--- config.mk ---
export PLATFORM = sky130hd
export DESIGN_NAME = error_combiner_flat
export DESIGN_NICKNAME = d
export VERILOG_FILES = /design/src/rtl/error_combiner_if.sv /design/src/rtl/error_combiner.sv /design/src/flat_wrapper.sv
export SDC_FILE = /design/constraint.sdc
export NUM_CORES = 1
export LEC_CHECK = 0
export ABC_AREA = 1
export CAP_MARGIN = 20
export CORE_MARGIN = 4
export CORE_UTILIZATION = 50
export CTS_BUF_LIST = sky130_fd_sc_hd__clkbuf_8
export DETAILED_ROUTE_END_ITERATION = 7
export GPL_ROUTABILITY_DRIVEN = 1
export GPL_TIMING_DRIVEN = 1
export PLACE_DENSITY = 0.71
export SYNTH_ARGS = -nofsm -noshare
export SYNTH_HDL_FRONTEND = slang
export SYNTH_SLANG_ARGS = --single-unit
--- constraint.sdc ---
create_clock -name clk_i -period 5.45 [get_ports clk_i]
set_input_delay 1.09 -clock clk_i [delete_from_list [all_inputs] [get_ports clk_i]]
set_output_delay 1.09 -clock clk_i [all_outputs]
set_load 0.03 [all_outputs]
--- src/rtl/error_combiner_if.sv ---
// Bundles the weight/error operand bus and the combined error result of error_combiner.
// The master drives operands and observes the result; the slave is the combiner itself.
interface error_combiner_if #(
    parameter int WEIGHT_WIDTH = 4,
    parameter int ERROR_WIDTH  = 5
);
    logic signed [WEIGHT_WIDTH-1:0] weight_0_i;
    logic signed [WEIGHT_WIDTH-1:0] weight_1_i;
    logic signed [WEIGHT_WIDTH-1:0] weight_2_i;
    logic signed [WEIGHT_WIDTH-1:0] weight_3_i;
    logic signed [ERROR_WIDTH-1:0]  error_0_i;
    logic signed [ERROR_WIDTH-1:0]  error_1_i;
    logic signed [ERROR_WIDTH-1:0]  error_2_i;
    logic signed [ERROR_WIDTH-1:0]  error_3_i;
    logic signed [ERROR_WIDTH-1:0]  error_comb_o;

    modport master (
        output weight_0_i, weight_1_i, weight_2_i, weight_3_i,
        output error_0_i, error_1_i, error_2_i, error_3_i,
        input  error_comb_o
    );

    modport slave (
        input  weight_0_i, weight_1_i, weight_2_i, weight_3_i,
        input  error_0_i, error_1_i, error_2_i, error_3_i,
        output error_comb_o
    );
endinterface

--- src/rtl/error_combiner.sv ---
// Two-stage weighted combiner of four signed phase-error samples: registered products,
// then sum, floor-scale by the weight fraction bits, saturate and register the result.
module error_combiner #(
    parameter int WEIGHT_WIDTH     = 4,
    parameter int ERROR_WIDTH      = 5,
    parameter int WEIGHT_FRAC_BITS = 2
) (
    input  logic                clk_i,
    input  logic                reset_i,
    error_combiner_if.slave     bus
);
    localparam int PW = WEIGHT_WIDTH + ERROR_WIDTH;
    localparam int SW = PW + 2;
    localparam logic signed [SW-1:0] SAT_MAX = {{(SW-ERROR_WIDTH+1){1'b0}}, {(ERROR_WIDTH-1){1'b1}}};
    localparam logic signed [SW-1:0] SAT_MIN = ~SAT_MAX;

    function automatic logic signed [ERROR_WIDTH-1:0] saturate(input logic signed [SW-1:0] v);
        logic signed [ERROR_WIDTH-1:0] r;
        if (v > SAT_MAX) begin
            r = SAT_MAX[ERROR_WIDTH-1:0];
        end else if (v < SAT_MIN) begin
            r = SAT_MIN[ERROR_WIDTH-1:0];
        end else begin
            r = v[ERROR_WIDTH-1:0];
        end
        return r;
    endfunction

    logic signed [WEIGHT_WIDTH-1:0] weight_s [4];
    logic signed [ERROR_WIDTH-1:0]  error_s  [4];
    logic signed [PW-1:0]           prod_d   [4];
    logic signed [PW-1:0]           prod_q   [4];
    logic signed [SW-1:0]           sum_s;
    logic signed [SW-1:0]           shift_s;
    logic signed [ERROR_WIDTH-1:0]  error_comb_d;
    logic signed [ERROR_WIDTH-1:0]  error_comb_q;

    // Gather the interface operands into indexable arrays.
    always_comb begin
        weight_s[0] = bus.weight_0_i;
        weight_s[1] = bus.weight_1_i;
        weight_s[2] = bus.weight_2_i;
        weight_s[3] = bus.weight_3_i;
        error_s[0]  = bus.error_0_i;
        error_s[1]  = bus.error_1_i;
        error_s[2]  = bus.error_2_i;
        error_s[3]  = bus.error_3_i;
    end

    // Stage 1: full-precision signed products, operands sign-extended to product width.
    always_comb begin
        for (int k = 0; k < 4; k++) begin
            prod_d[k] = $signed({{ERROR_WIDTH{weight_s[k][WEIGHT_WIDTH-1]}}, weight_s[k]})
                      * $signed({{WEIGHT_WIDTH{error_s[k][ERROR_WIDTH-1]}}, error_s[k]});
        end
    end

    // Stage 2: two guard bits keep the four-way sum exact; >>> floors toward minus infinity.
    always_comb begin
        sum_s = {SW{1'b0}};
        for (int k = 0; k < 4; k++) begin
            sum_s = sum_s + $signed({{2{prod_q[k][PW-1]}}, prod_q[k]});
        end
        shift_s      = sum_s >>> WEIGHT_FRAC_BITS;
        error_comb_d = saturate(shift_s);
    end

    // Pipeline registers; synchronous reset flushes both stages.
    always_ff @(posedge clk_i) begin
        if (reset_i) begin
            for (int k = 0; k < 4; k++) begin
                prod_q[k] <= {PW{1'b0}};
            end
            error_comb_q <= {ERROR_WIDTH{1'b0}};
        end else begin
            for (int k = 0; k < 4; k++) begin
                prod_q[k] <= prod_d[k];
            end
            error_comb_q <= error_comb_d;
        end
    end

    assign bus.error_comb_o = error_comb_q;
endmodule

--- src/flat_wrapper.sv ---
// flat-port wrapper written by rule: the top's interface ports become plain ports
module error_combiner_flat 
#(
    parameter int WEIGHT_WIDTH     = 4,
    parameter int ERROR_WIDTH      = 5,
    parameter int WEIGHT_FRAC_BITS = 2
)
  (clk_i, reset_i, bus_weight_0_i, bus_weight_1_i, bus_weight_2_i, bus_weight_3_i, bus_error_0_i, bus_error_1_i, bus_error_2_i, bus_error_3_i, bus_error_comb_o);
  error_combiner_if #(.WEIGHT_WIDTH(WEIGHT_WIDTH), .ERROR_WIDTH(ERROR_WIDTH)) bus_i ();
  input  logic clk_i;
  input  logic reset_i;
  input wire logic [$bits(bus_i.weight_0_i)-1:0] bus_weight_0_i;
  input wire logic [$bits(bus_i.weight_1_i)-1:0] bus_weight_1_i;
  input wire logic [$bits(bus_i.weight_2_i)-1:0] bus_weight_2_i;
  input wire logic [$bits(bus_i.weight_3_i)-1:0] bus_weight_3_i;
  input wire logic [$bits(bus_i.error_0_i)-1:0] bus_error_0_i;
  input wire logic [$bits(bus_i.error_1_i)-1:0] bus_error_1_i;
  input wire logic [$bits(bus_i.error_2_i)-1:0] bus_error_2_i;
  input wire logic [$bits(bus_i.error_3_i)-1:0] bus_error_3_i;
  output wire logic [$bits(bus_i.error_comb_o)-1:0] bus_error_comb_o;
  assign bus_i.weight_0_i = bus_weight_0_i;
  assign bus_i.weight_1_i = bus_weight_1_i;
  assign bus_i.weight_2_i = bus_weight_2_i;
  assign bus_i.weight_3_i = bus_weight_3_i;
  assign bus_i.error_0_i = bus_error_0_i;
  assign bus_i.error_1_i = bus_error_1_i;
  assign bus_i.error_2_i = bus_error_2_i;
  assign bus_i.error_3_i = bus_error_3_i;
  assign bus_error_comb_o = bus_i.error_comb_o;
  error_combiner #(.WEIGHT_WIDTH(WEIGHT_WIDTH), .ERROR_WIDTH(ERROR_WIDTH), .WEIGHT_FRAC_BITS(WEIGHT_FRAC_BITS)) u_core (.clk_i(clk_i), .reset_i(reset_i), .bus(bus_i));
endmodule
=== After elaboration in Yosys (flattened, before gate mapping) ===
Memory sizes are Yosys's and may differ from the RTL's.
Cells that the tools add are included.

* Bits of input ports: 38
* Word-level logic and storage cells: 26
* Flip-flop bits (word level): 5
* Bits in writable memories: 36
* Memories: 1

* Multiplexer cells: 9
* $mul: 4
* Reductions and logical operators: 1
* Magnitude comparators: 2
* Add/sub/neg operators: 3
* Bitwise operators: 4

{| class="wikitable"
|+ Memory list
! name !! words !! bits a word !! read ports !! clocked after memory_dff !! wr ports !! line !! source
|-
| u_core.prod_q || 4 || 9 || 4 || 0 || 4 || error_combiner.sv:32 || <nowiki>logic signed [PW-1:0] prod_q [4];</nowiki>
|}

{| class="wikitable"
|+ Operator list
! cell !! count
|-
| $mul A4 B5 Y9 || 4
|-
| $mux W9 || 4
|-
| $add A10 B9 Y11 || 1
|-
| $add A11 B9 Y11 || 1
|-
| $add A9 B9 Y10 || 1
|-
| $gt A9 B5 Y1 const B || 1
|-
| $lt A9 B5 Y1 const B || 1
|-
| $mux W5 || 1
|-
| $mux W4 || 1
|-
| $or A1 B1 Y1 || 4
|-
| $mux W1 || 3
|-
| $reduce_or A2 Y1 || 1
|}

=== Longest topological paths before layout ===
An unclocked memory read counts as a cell.

* Depth in word-level cells: 7
* Depth in mapped cells: 19
* Depth with buffers taken out: 19

=== Worst setup path before layout ===
No wires, ideal clock.

* Path kind: input -> register
* Start point: input bus_weight_0_i[3]
* End point: memory u_core.prod_q[0][7] (netlist bit)
* Library setup time: 125 ps
* Stages on the path: 13
* Required time: 5325 ps
* Path slack: 1418 ps
* Arrival: 3907 ps
* Cell sequence: inv_1 > or2_2 > fa_1 > fa_1 > fa_1 > inv_1 > ha_1 > inv_1 > fa_1 > nor2_1 > a211oi_1 > o21ai_0 > a21oi_1

{| class="wikitable"
|+ RTL lines
! item !! line !! source
|-
| start: declaration || flat_wrapper.sv:12 || <nowiki>input wire logic [$bits(bus_i.weight_0_i)-1:0] bus_weight_0_i;</nowiki>
|-
| end: declaration || error_combiner.sv:32 ||
|}

==> flow_summary.yaml <==
worst_setup_path:
  cp_max_fo: 6
  rr_startpoint: "u_core.prod_q[0][1]$_SDFF_PP0_"
  cp-startpoint: "bus_weight_1_i[3]"
  end_kind: "flip-flop"
  crit_path_start_kind: "primary input"
  critical_path_class: "in2reg"
  arrival_ns: 4.51
  critPathRequiredTime_ns: 5.64
detailed_routing:
  vias: 3633
  routed_via_density: 4.64
  dr.pass1.iters: 4
  antenna_left: 0
  wl_um: 8250
  drc_errors: 0
  wl_per_cell_um: 10.5
  drt_iter0_markers: 73
clocking:
  cts-root-buf: "clkbuf_8"
  cts_resized: 0
  hold_buffers: 0
  cts_tree: "yes"
  cts_sinks: 41
  ctsLongestPathBuffers: 2
  insertion_delay_ns: 0.30
  cts_buffers: 5
  htreeDepth: 2
  clkTransAtPathRegs_ns: 0.09
  postCtsSetupBuffers: 0
timing:
  drv_slew: 0
  final-hold-violation-count: 0
  max_clock_freq_ghz: 0.232
  fin_crit_ns: 4.32
  slew_headroom_pct: 78.5
  setup_viol: 0
  worst_slew_pin_slew_ns: 0.322
  fin_skew_ns: 0.00759
  setup_tns_ns: 0
  rsz0062_at_grt: "no"
  layout_setup_ws_ns: 1.13
  fin_crit_sh_pct: 79.3
yosys:
  yosys_warnings: 0
  syn_area_mm2: 0.00483
  syn_area_per_cell_um2: 7.96
  ys_ff_latch: 41
  syn-instance-count: 607
  syn_nets: 772
  yosysSeqAreaShare_pct: 17.0
  yosysUniqueCellTypes: 23
global_route:
  grt_max_degree: 31
  grt_pass1_vias: 3661
  grt_usage_pct: 16.1
  grt_remaining_overflow: 0
  antenna_found_initial: 0
  grt_pass1_wl_um: 15200
placement:
  post_dp_cell_area_mm2: 0.00541
  pre_cts_slack_ns: 0.787
  portBuffers: 42
  gp_congestion: 0.838
  hpwl_um: 7460
  numPlacedInstances: 775
cells_and_area:
  area_growth_pct: 13.8
  layout_commonest_cell: "inv_1"
  fin_cells: 783
  fin_nets: 818
  stdcell_area_mm2: 0.00550
  final_cell_mix: "inv_1 (172), nand2_1 (106), ha_1 (64)"
  drive_above_1_share_pct: 5.66
  n_antenna_cell: 0
die:
  dieArea_mm2: 0.0113
  die_h_um: 106
  start_util_pct: 51.8
  rows: 35
  ios: 43
  die_w_um: 106
  coreArea_mm2: 0.00933
run_status:
  status: "finished clean"
hold_path:
  min-delay-start: "u_core.prod_q[0][27]$_SDFF_PP0_"
  hp-class: "reg2reg"
flow_run:
  drv_cap: 0
pwr:
  p_leak_nw: 3.12
  irDropWorstVdd_uv: 330
  finalPower_mw: 2.31
  p_per_area_mw_per_mm2: 420
## flip-flops by register name, indices dropped and copies added, names as in the netlist
name                     cells
u_core.bus.error_comb_o      5
u_core.prod_q               36
## worst max-delay path: stages
cell and delay, ns:
clkdlybuf4s50_1 0.45, inv_1 0.09, or2_2 0.31, fa_1 0.51
fa_1 0.57, fa_1 0.41, inv_1 0.07, ha_1 0.16
inv_1 0.05, fa_1 0.39, nor2_1 0.11, a211oi_1 0.06
o21ai_0 0.17, a21oi_1 0.05
## cell usage after synthesis, drive strengths merged
library cell,number,area [um^2]
inv,175,657
nand2,113,442
ha,64,801
fa,63,1260
nor2,42,165
dfxtp,41,821
a21oi,28,148
o21ai,16,80.1
nand3,13,70.1
or2,13,81.3
xnor2,12,105
xor2,12,105
a211oi,4,30.0
clkbuf,4,15.0
a21o,3,22.5
nand4,3,25.0
nor3,1,5.00
## power breakdown
group / switching (mW) / internal (mW) / total, mW
combinational: 1.01 / 0.676 / 1.69
clock: 0.116 / 0.0933 / 0.209
sequential: 0.0272 / 0.383 / 0.410
## worst paths after layout
kind	endpoint	slack, ns	cells after the start
hold reg to reg	u_core.bus.error_comb_o[0]$_SDFF_PP0_	0.84	7
hold / removal	u_core.bus.error_comb_o[0]$_SDFF_PP0_	0.84	7
setup / recovery	u_core.prod_q[0][16]$_SDFF_PP0_	1.13	14
setup reg to reg	u_core.bus.error_comb_o[3]$_SDFF_PP0_	2.41	19
## layout make-up
cell class	instances	area, um^2
clock buffers	5	68.8
clock inverters	3	25.0
fillers	854	3830
inverters	175	657
multi-input cells	387	3340
flip-flops and latches	41	821
well taps	129	161
repair buffers	43	428
## per-stage QoR
step / hold WS, ns / utilization, %
6_report: 0.841 / 59.0
5_1_grt: 0.925 / 59.0
4_1_cts: 0.853 / 59.0
3_5_place_dp: 0.837 / 58.0
3_3_place_gp: 0.805 / 58.0
2_1_floorplan: 0.772 / -
## cells by family after synthesis
logic type	share of synthesized area [%]
compound gates	5.80
xor+xnor	4.35
fa+ha+maj	42.7
buf+inv	13.9
flops	17.0
simple gates	16.3
## per-layer routing
| layer | wire (um) | up-vias | track usage, % |
|---|---|---|---|
| li1 | - | 1886 | - |
| met1 | 3760 | 1694 | 21.3 |
| met2 | 4150 | 43 | 28.4 |
| met3 | 247 | 10 | 1.94 |
| met4 | 95 | 0 | 3.52 |
| met5 | 0 | - | 0 |
No activity file was read; power rests on OpenSTA's default activity.
